## src/rtl/residue_calc.sv

```systemverilog
// Montgomery residue A = 2^nn mod M over a multi-word modulus, computed in the
// operand memory by repeated doubling with one conditional subtraction per step.
module residue_calc (
   input  logic        clk,
   input  logic        reset_n,
   input  logic        calculate,
   output logic        ready,
   input  logic [7:0]  length,
   input  logic [14:0] nn,
   output logic [7:0]  opm_addr,
   input  logic [31:0] opm_data,
   output logic [7:0]  opa_rd_addr,
   input  logic [31:0] opa_rd_data,
   output logic [7:0]  opa_wr_addr,
   output logic [31:0] opa_wr_data,
   output logic        opa_wr_we
);

   typedef enum logic [2:0] {
      S_IDLE, S_INIT, S_SHIFT, S_COMPARE, S_SUB, S_LOOP, S_DONE
   } state_t;

   state_t      state_q, state_d;
   logic        phase_q, phase_d;
   logic [7:0]  idx_q, idx_d;
   logic [7:0]  length_q, length_d;
   logic [14:0] cnt_q, cnt_d;
   logic        carry_q, carry_d;
   logic        ready_q, ready_d;
   logic [7:0]  last_idx;
   logic [32:0] diff;

   always_comb begin
      last_idx = length_q - 8'd1;
      diff     = {1'b0, opa_rd_data} - {1'b0, opm_data} - {32'd0, carry_q};
      state_d  = state_q;
      phase_d  = phase_q;
      idx_d    = idx_q;
      length_d = length_q;
      cnt_d    = cnt_q;
      carry_d  = carry_q;
      ready_d  = ready_q;
      case (state_q)
         S_IDLE: begin
            if (calculate) begin
               length_d = length;
               cnt_d    = nn;
               ready_d  = 1'b0;
               carry_d  = 1'b0;
               phase_d  = 1'b0;
               if (length == 8'd0) begin
                  state_d = S_DONE;
               end else begin
                  state_d = S_INIT;
                  idx_d   = length - 8'd1;
               end
            end
         end
         S_INIT: begin
            if (idx_q == 8'd0) begin
               carry_d = 1'b0;
               phase_d = 1'b0;
               idx_d   = last_idx;
               state_d = (cnt_q == 15'd0) ? S_DONE : S_SHIFT;
            end else begin
               idx_d = idx_q - 8'd1;
            end
         end
         S_SHIFT: begin
            phase_d = ~phase_q;
            if (phase_q) begin
               carry_d = opa_rd_data[31];
               if (idx_q != 8'd0) begin
                  idx_d = idx_q - 8'd1;
               end else if (opa_rd_data[31]) begin
                  // carry out of word 0 is ovf: A >= 2^(32*length) > M, subtract at once
                  state_d = S_SUB;
                  idx_d   = last_idx;
                  carry_d = 1'b0;
               end else begin
                  state_d = S_COMPARE;
                  idx_d   = 8'd0;
               end
            end
         end
         S_COMPARE: begin
            phase_d = ~phase_q;
            if (phase_q) begin
               if (opa_rd_data < opm_data) begin
                  state_d = S_LOOP;
               end else if (opa_rd_data > opm_data || idx_q == last_idx) begin
                  state_d = S_SUB;
                  idx_d   = last_idx;
                  carry_d = 1'b0;
               end else begin
                  idx_d = idx_q + 8'd1;
               end
            end
         end
         S_SUB: begin
            phase_d = ~phase_q;
            if (phase_q) begin
               carry_d = diff[32];
               if (idx_q == 8'd0) state_d = S_LOOP;
               else               idx_d   = idx_q - 8'd1;
            end
         end
         S_LOOP: begin
            cnt_d = cnt_q - 15'd1;
            if (cnt_q == 15'd1) begin
               state_d = S_DONE;
            end else begin
               state_d = S_SHIFT;
               idx_d   = last_idx;
               carry_d = 1'b0;
               phase_d = 1'b0;
            end
         end
         S_DONE: begin
            state_d = S_IDLE;
            ready_d = 1'b1;
            idx_d   = 8'd0;
         end
         default: state_d = S_IDLE;
      endcase
   end

   always_ff @(posedge clk or negedge reset_n) begin
      if (!reset_n) begin
         state_q  <= S_IDLE;
         phase_q  <= 1'b0;
         idx_q    <= '0;
         length_q <= '0;
         cnt_q    <= '0;
         carry_q  <= 1'b0;
         ready_q  <= 1'b1;
      end else begin
         state_q  <= state_d;
         phase_q  <= phase_d;
         idx_q    <= idx_d;
         length_q <= length_d;
         cnt_q    <= cnt_d;
         carry_q  <= carry_d;
         ready_q  <= ready_d;
      end
   end

   assign ready       = ready_q;
   assign opm_addr    = idx_q;
   assign opa_rd_addr = idx_q;
   assign opa_wr_addr = idx_q;

   // write data in SHIFT/SUB comes straight from the memory read port in the data cycle
   always_comb begin
      opa_wr_we   = 1'b0;
      opa_wr_data = '0;
      case (state_q)
         S_INIT: begin
            opa_wr_we   = 1'b1;
            opa_wr_data = (idx_q == last_idx) ? 32'd1 : 32'd0;
         end
         S_SHIFT: if (phase_q) begin
            opa_wr_we   = 1'b1;
            opa_wr_data = {opa_rd_data[30:0], carry_q};
         end
         S_SUB: if (phase_q) begin
            opa_wr_we   = 1'b1;
            opa_wr_data = diff[31:0];
         end
         default: ;
      endcase
   end

endmodule

```

## config.mk

```make
export PLATFORM = sky130hd
export DESIGN_NAME = residue_calc
export DESIGN_NICKNAME = d
export VERILOG_FILES = /design/src/rtl/residue_calc.sv
export SDC_FILE = /design/constraint.sdc
export NUM_CORES = 1
export LEC_CHECK = 0
export BUFFER_PORTS_ARGS = -buffer_cell sky130_fd_sc_hd__buf_2
export CAP_MARGIN = 40
export CORE_MARGIN = 2
export CORE_UTILIZATION = 40
export CTS_CLUSTER_SIZE = 12
export DETAILED_ROUTE_END_ITERATION = 10
export GPL_ROUTABILITY_DRIVEN = 0
export PLACE_DENSITY = 0.68
export SETUP_SLACK_MARGIN = 0.1
export SKIP_LAST_GASP = 1
export SLEW_MARGIN = 25
export SYNTH_ARGS = -nofsm -noshare
export SYNTH_HDL_FRONTEND = slang
export SYNTH_SLANG_ARGS = --single-unit
```

## constraint.sdc

```tcl
create_clock -name clk -period 5 [get_ports clk]
set_input_delay 1 -clock clk [delete_from_list [all_inputs] [get_ports clk]]
set_output_delay 1 -clock clk [all_outputs]
set_load 0.05 [all_outputs]
```

# Word level (Yosys, flattened, before mapping)

Index checks and enable logic that the tools add are counted.

$add $sub $neg: 7
$lt $le $gt $ge: 2
Eq/ne operators: 21
Multiplexer cells: 47
Bitwise gates (word level): 1
Reductions and logical operators: 20

Operators with widths:

| operator                                                             | count |
|---|---|
| 8-bit two-way mux                                                    | 12 |
| 32-bit one-hot mux with 3 select lines                               | 1 |
| 32-bit two-way mux                                                   | 2 |
| 8-bit one-hot mux with 7 select lines                                | 1 |
| 3-bit two-way mux                                                    | 13 |
| 32-bit by 32-bit subtractor with 33-bit output                       | 1 |
| 33-bit by 1-bit subtractor with 33-bit output                        | 1 |
| 32-bit greater-than comparator                                       | 1 |
| 32-bit < comparator                                                  | 1 |
| 15-bit one-hot mux with 2 select lines                               | 1 |
| 2-bit inequality test, second input constant                         | 12 |
| 8-bit by 1-bit subtractor with 8-bit output, second input constant   | 3 |
| 3-bit one-hot mux with 6 select lines                                | 1 |
| 9-bit AND reduction                                                  | 2 |
| 8-bit zero test                                                      | 2 |
| 15-bit by 1-bit == test with 1-bit output, second input constant     | 1 |
| 15-bit zero test                                                     | 1 |
| 15-bit two-way mux                                                   | 1 |
| 15-bit by 1-bit subtractor with 15-bit output, second input constant | 1 |
| 1-bit two-way mux                                                    | 11 |
| 3-bit == test, second input constant                                 | 3 |
| 8-bit by 1-bit adder with 8-bit output, second input constant        | 1 |
| 8-bit == test                                                        | 1 |
| 8-bit AND reduction                                                  | 1 |
| other kinds (18)                                                     | 23 |

Register bits: 37
Input port bits: 90
Word-level logic and storage cells: 105

# Depth between registers and ports, before layout

Word-level depth: 7
Mapped depth: 14
Mapped depth without buffers: 13

# Worst setup path after synthesis

OpenSTA, ideal clock, no wires.

Path type: input -> output
Start point: in opm_data[0]
End point: out opa_wr_data[24]
Arrival time: 4595 ps
Data required time: 4000 ps
Path slack: -595 ps
Stages on the path: 12
Cell sequence: inv_1 fa_1 fa_1 nand2b_1 a2111oi_0 o21ai_0 a21oi_1 a31oi_1 o21bai_1 o21ai_0 xnor2_1 o21ai_0

Cells in the longest elaborated chain, start to end: 4

RTL lines:

| what                                           | line | RTL |
|---|---|---|
| from (decl)                                    | 11   | `input logic [31:0] opm_data,` |
| 32-bit by 32-bit subtractor with 33-bit output | 35   | `diff = {1'b0, opa_rd_data} - {1'b0, opm_data} - {32'd0, carry_q};` |
| 33-bit by 1-bit subtractor with 33-bit output  | 35   |  |
| 32-bit two-way mux                             | 166  | `S_SUB: if (phase_q) begin` |
| 32-bit one-hot mux with 3 select lines         | 157  | `case (state_q)` |
| to (decl)                                      | 15   | `output logic [31:0] opa_wr_data,` |

Every way passes these cells.

# Worst setup path after layout

Start point: in opa_rd_data[0]
End point: out opa_wr_data[29]

Cells in the longest elaborated chain, start to end: 4

RTL lines:

| what                                           | line | RTL |
|---|---|---|
| from (decl)                                    | 13   | `input logic [31:0] opa_rd_data,` |
| 32-bit by 32-bit subtractor with 33-bit output | 35   |  |
| 33-bit by 1-bit subtractor with 33-bit output  | 35   |  |
| 32-bit two-way mux                             | 166  |  |
| 32-bit one-hot mux with 3 select lines         | 157  |  |

Every way passes these cells.

==> results.yml <==
final_layout:
  area_delta_synth_final_pct: 22.7
  num_antenna_cells: 0
  final_nets: 1263
  final_cells: 1285
  layout-drive-gt1-share_pct: 23.6
die:
  io_pins: 148
  core_mm2: 0.0159
  initial_core_util_pct: 41.2
  die_area_mm2: 0.0175
  die-width_um: 132
  dieHeight_um: 132
  rows: 46
setup_path:
  worst_path_most_repeated_cell: "o21ai_2"
  critPathArrivalTime_ps: 3770
  cpPeakStageDelay_ps: 410
  startpoint_type: "primary input"
  path_delay_family: "compound AO/OA/AOI/OAI gates"
  crit_required_ps: 4000
  cp_num_buf_inv: 4
  cpMaxStageDelayCell: "fa_2"
  crit_fanout: 3
  critPathCaptureType: "output pin"
  crit_chain: "buf_2, fa_2, buf_4, ha_1, o21a_1, a31oi_2, o21ai_2, a211oi_2, buf_4, o31ai_2, o21ai_2, o311ai_2, xnor2_1, o21ai_2, buf_6"
  path_class: "primary input to output pin"
route:
  drc: 0
  wl_per_cell_um: 14.2
  via_per_inst: 5.27
  firstDrtPassIters: 5
  drt_iter0_drc: 514
  wirelength_um: 18300
  antenna_left: 0
  num_vias: 6770
synth:
  synthTopCellsByCount: "149 x inv_1, 104 x nand2_1, 102 x ha_1, 70 x nor2_1, 62 x a21oi_1"
  syn_area_mm2: 0.00657
  syn_inst: 922
  netlist_top_cells_area: "ha_1 19%, dfrtp_1 14%, inv_1 8.5%"
  synth-seq-cells: 37
  synth.top_cell.area_share_pct: 19.4
  syn_avg_cell_area_um2: 7.12
  yosys.area.top_type: "ha_1"
  syn-num-nets: 1116
  async_flop_share_pct: 100
  yosysMostFrequentCell: "inv_1"
  synth.distinct_cells: 84
  synth-edff-count: 0
  synth_ff_type: "dfrtp_1"
  yosysWarnings: 0
  ys_seq_area_share_pct: 14.1
timing:
  rsz0062_at_grt: "true"
  final.min_clock_period_ps: 4770
  finalSetupViolCount: 0
  max-slew-margin-rel_pct: 45.4
  finClkSkew_ps: 5.86
  worst_slew_pin_slew_ps: 812
  fin_ws_ps: 225
  hold-worst-slack_ps: 502
  hold_viol: 0
  max_freq_ghz: 0.209
  slew_violations: 0
  period_share_pct: 95.5
  fin_tns_setup_ps: 0
place:
  dp_cells: 1274
  pre_cts_slack_ps: -315
  portBuffers: 147
  hpwlAfterDp_um: 14700
grt:
  grt_pass1_vias: 6295
  grt_pass1_wl_um: 30200
  grt_antenna_before_repair: 0
  grt_max_degree: 30
  track_usage_pct: 20.3
  globalRouteOverflowTotal: 0
worst_hold_path:
  min_path_type: "register to register"
cts:
  cts_tree: "yes"
  clockRootBuffer: "clkbuf_16"
  cts.clk_slew.worst_paths_ps: 50
  clock_path_buffers: 2
  cts_made_buffers: 5
  clk_latency_ps: 280
  cts_max_level: 2
  cts.sinks: 37
job:
  maxCapViolations: 0
pwr:
  irDropWorstVdd_mv: 0.257
  finalPower_mw: 3.68
  p_per_area_mw_per_mm2: 457
  p_leak_nw: 4.09
run_status:
  status: "finished, final reports clean"
cell usage in the layout, fill, tap and decap left out, types with 5 or more instances in the layout:
cell type,synthesis,routed
o21ai_0,54,31
clkbuf_16,0,5
a31oi_1,11,8
xor2_1,23,23
nand4_1,13,13
o21ai_1,3,14
o21bai_1,7,6
nor3_1,18,17
nor2_1,70,69
o22ai_1,10,10
a211oi_1,9,7
nand2_1,104,104
nor2b_1,7,6
a22oi_1,7,7
o211ai_1,7,7
o31ai_1,9,7
and3_1,6,6
a221oi_1,6,6
ha_1,102,101
buf_2,1,139
dfrtp_1,36,36
inv_1,149,149
nand3_1,16,15
buf_6,2,6
a21oi_1,62,60
buf_4,16,42
o21ai_2,1,10
o21a_1,8,8
a21o_1,18,18
or3_1,9,9
xnor2_1,30,28
nand2b_1,9,8
worst min-delay path, delay by kind of cell, from the launching register on:
family	cells	cell delay, ps
flip-flops	1	360
AND/OR/NAND/NOR	2	120
sequential cells by signal (all words and copies together), names as in the netlist:
| register | flops |
|---|---|
| state_q | 3 |
| opa_rd_addr | 8 |
| phase_q | 1 |
| carry_q | 1 |
| cnt_q | 15 |
| length_q | 8 |
| ready | 1 |
path summary, 6_finish.rpt:
kind                                start         endpoint  slack (ps)  cells after the start
setup / recovery           opa_rd_data[0]  opa_wr_data[29]         230                     15
hold / removal                length_q[7]      length_q[7]         500                      2
setup reg to reg               state_q[0]   opa_rd_addr[0]        1840                      9
hold reg to reg               length_q[7]      length_q[7]         500                      2
max in group asynchronous         reset_n            ready        3910                      2
min in group asynchronous         reset_n   opa_rd_addr[5]         580                      1
logic make-up after synthesis:
group	count (synthesis)	synth area share (%)
and+or+nand+nor	278	20.3
AOI/OAI and AO/OA	248	25.0
buffers and inverters	198	12.5
adders and majority gates	104	20.0
xor gates and xnor gates	55	7.75
DFF	37	14.1
muxes	2	0.305
stage by stage:
step	cell area [µm²]	util [%]
after floorplan	6630	-
after global placement	7650	48.0
after detailed placement	7680	48.2
after CTS	7940	49.8
after global routing	8060	50.6
final	8060	50.6
layer usage:
layer / share of wire [%] / vias up / global-route usage (%)
met4: 0.67 / 0 / 2.72
met5: 0 / - / 0
met2: 46 / 170 / 33.6
met3: 4.3 / 14 / 2.19
met1: 49 / 3132 / 29.2
li1: - / 3454 / -
repair_timing:
item / in CTS / in global routing
gates resized for setup: 29 / 22
cloned: 0 / 0
buffers inserted: 2 / 1
hold endpoints to repair: 0 / 0
endpoints found under the setup margin: 14 / 13
pin swaps: 7 / 14
hold buffers: 0 / 0
area by class of cell:
class | count | area [µm²]
flip-flops and latches | 37 | 927
multi-input cells | 687 | 5060
well taps | 216 | 270
clock buffers | 7 | 143
fillers | 1619 | 7880
repair buffers | 188 | 1100
inverters | 150 | 563
where the power goes:
group	leakage, nW	internal (mW)	total (mW)	switching [mW]
combinational	3.57	0.960	2.65	1.69
sequential	0.444	0.447	0.714	0.267
clock	0.0700	0.196	0.317	0.121
total	4.09	1.60	3.68	2.08
Note: power is estimated with default switching activity, not from simulation.
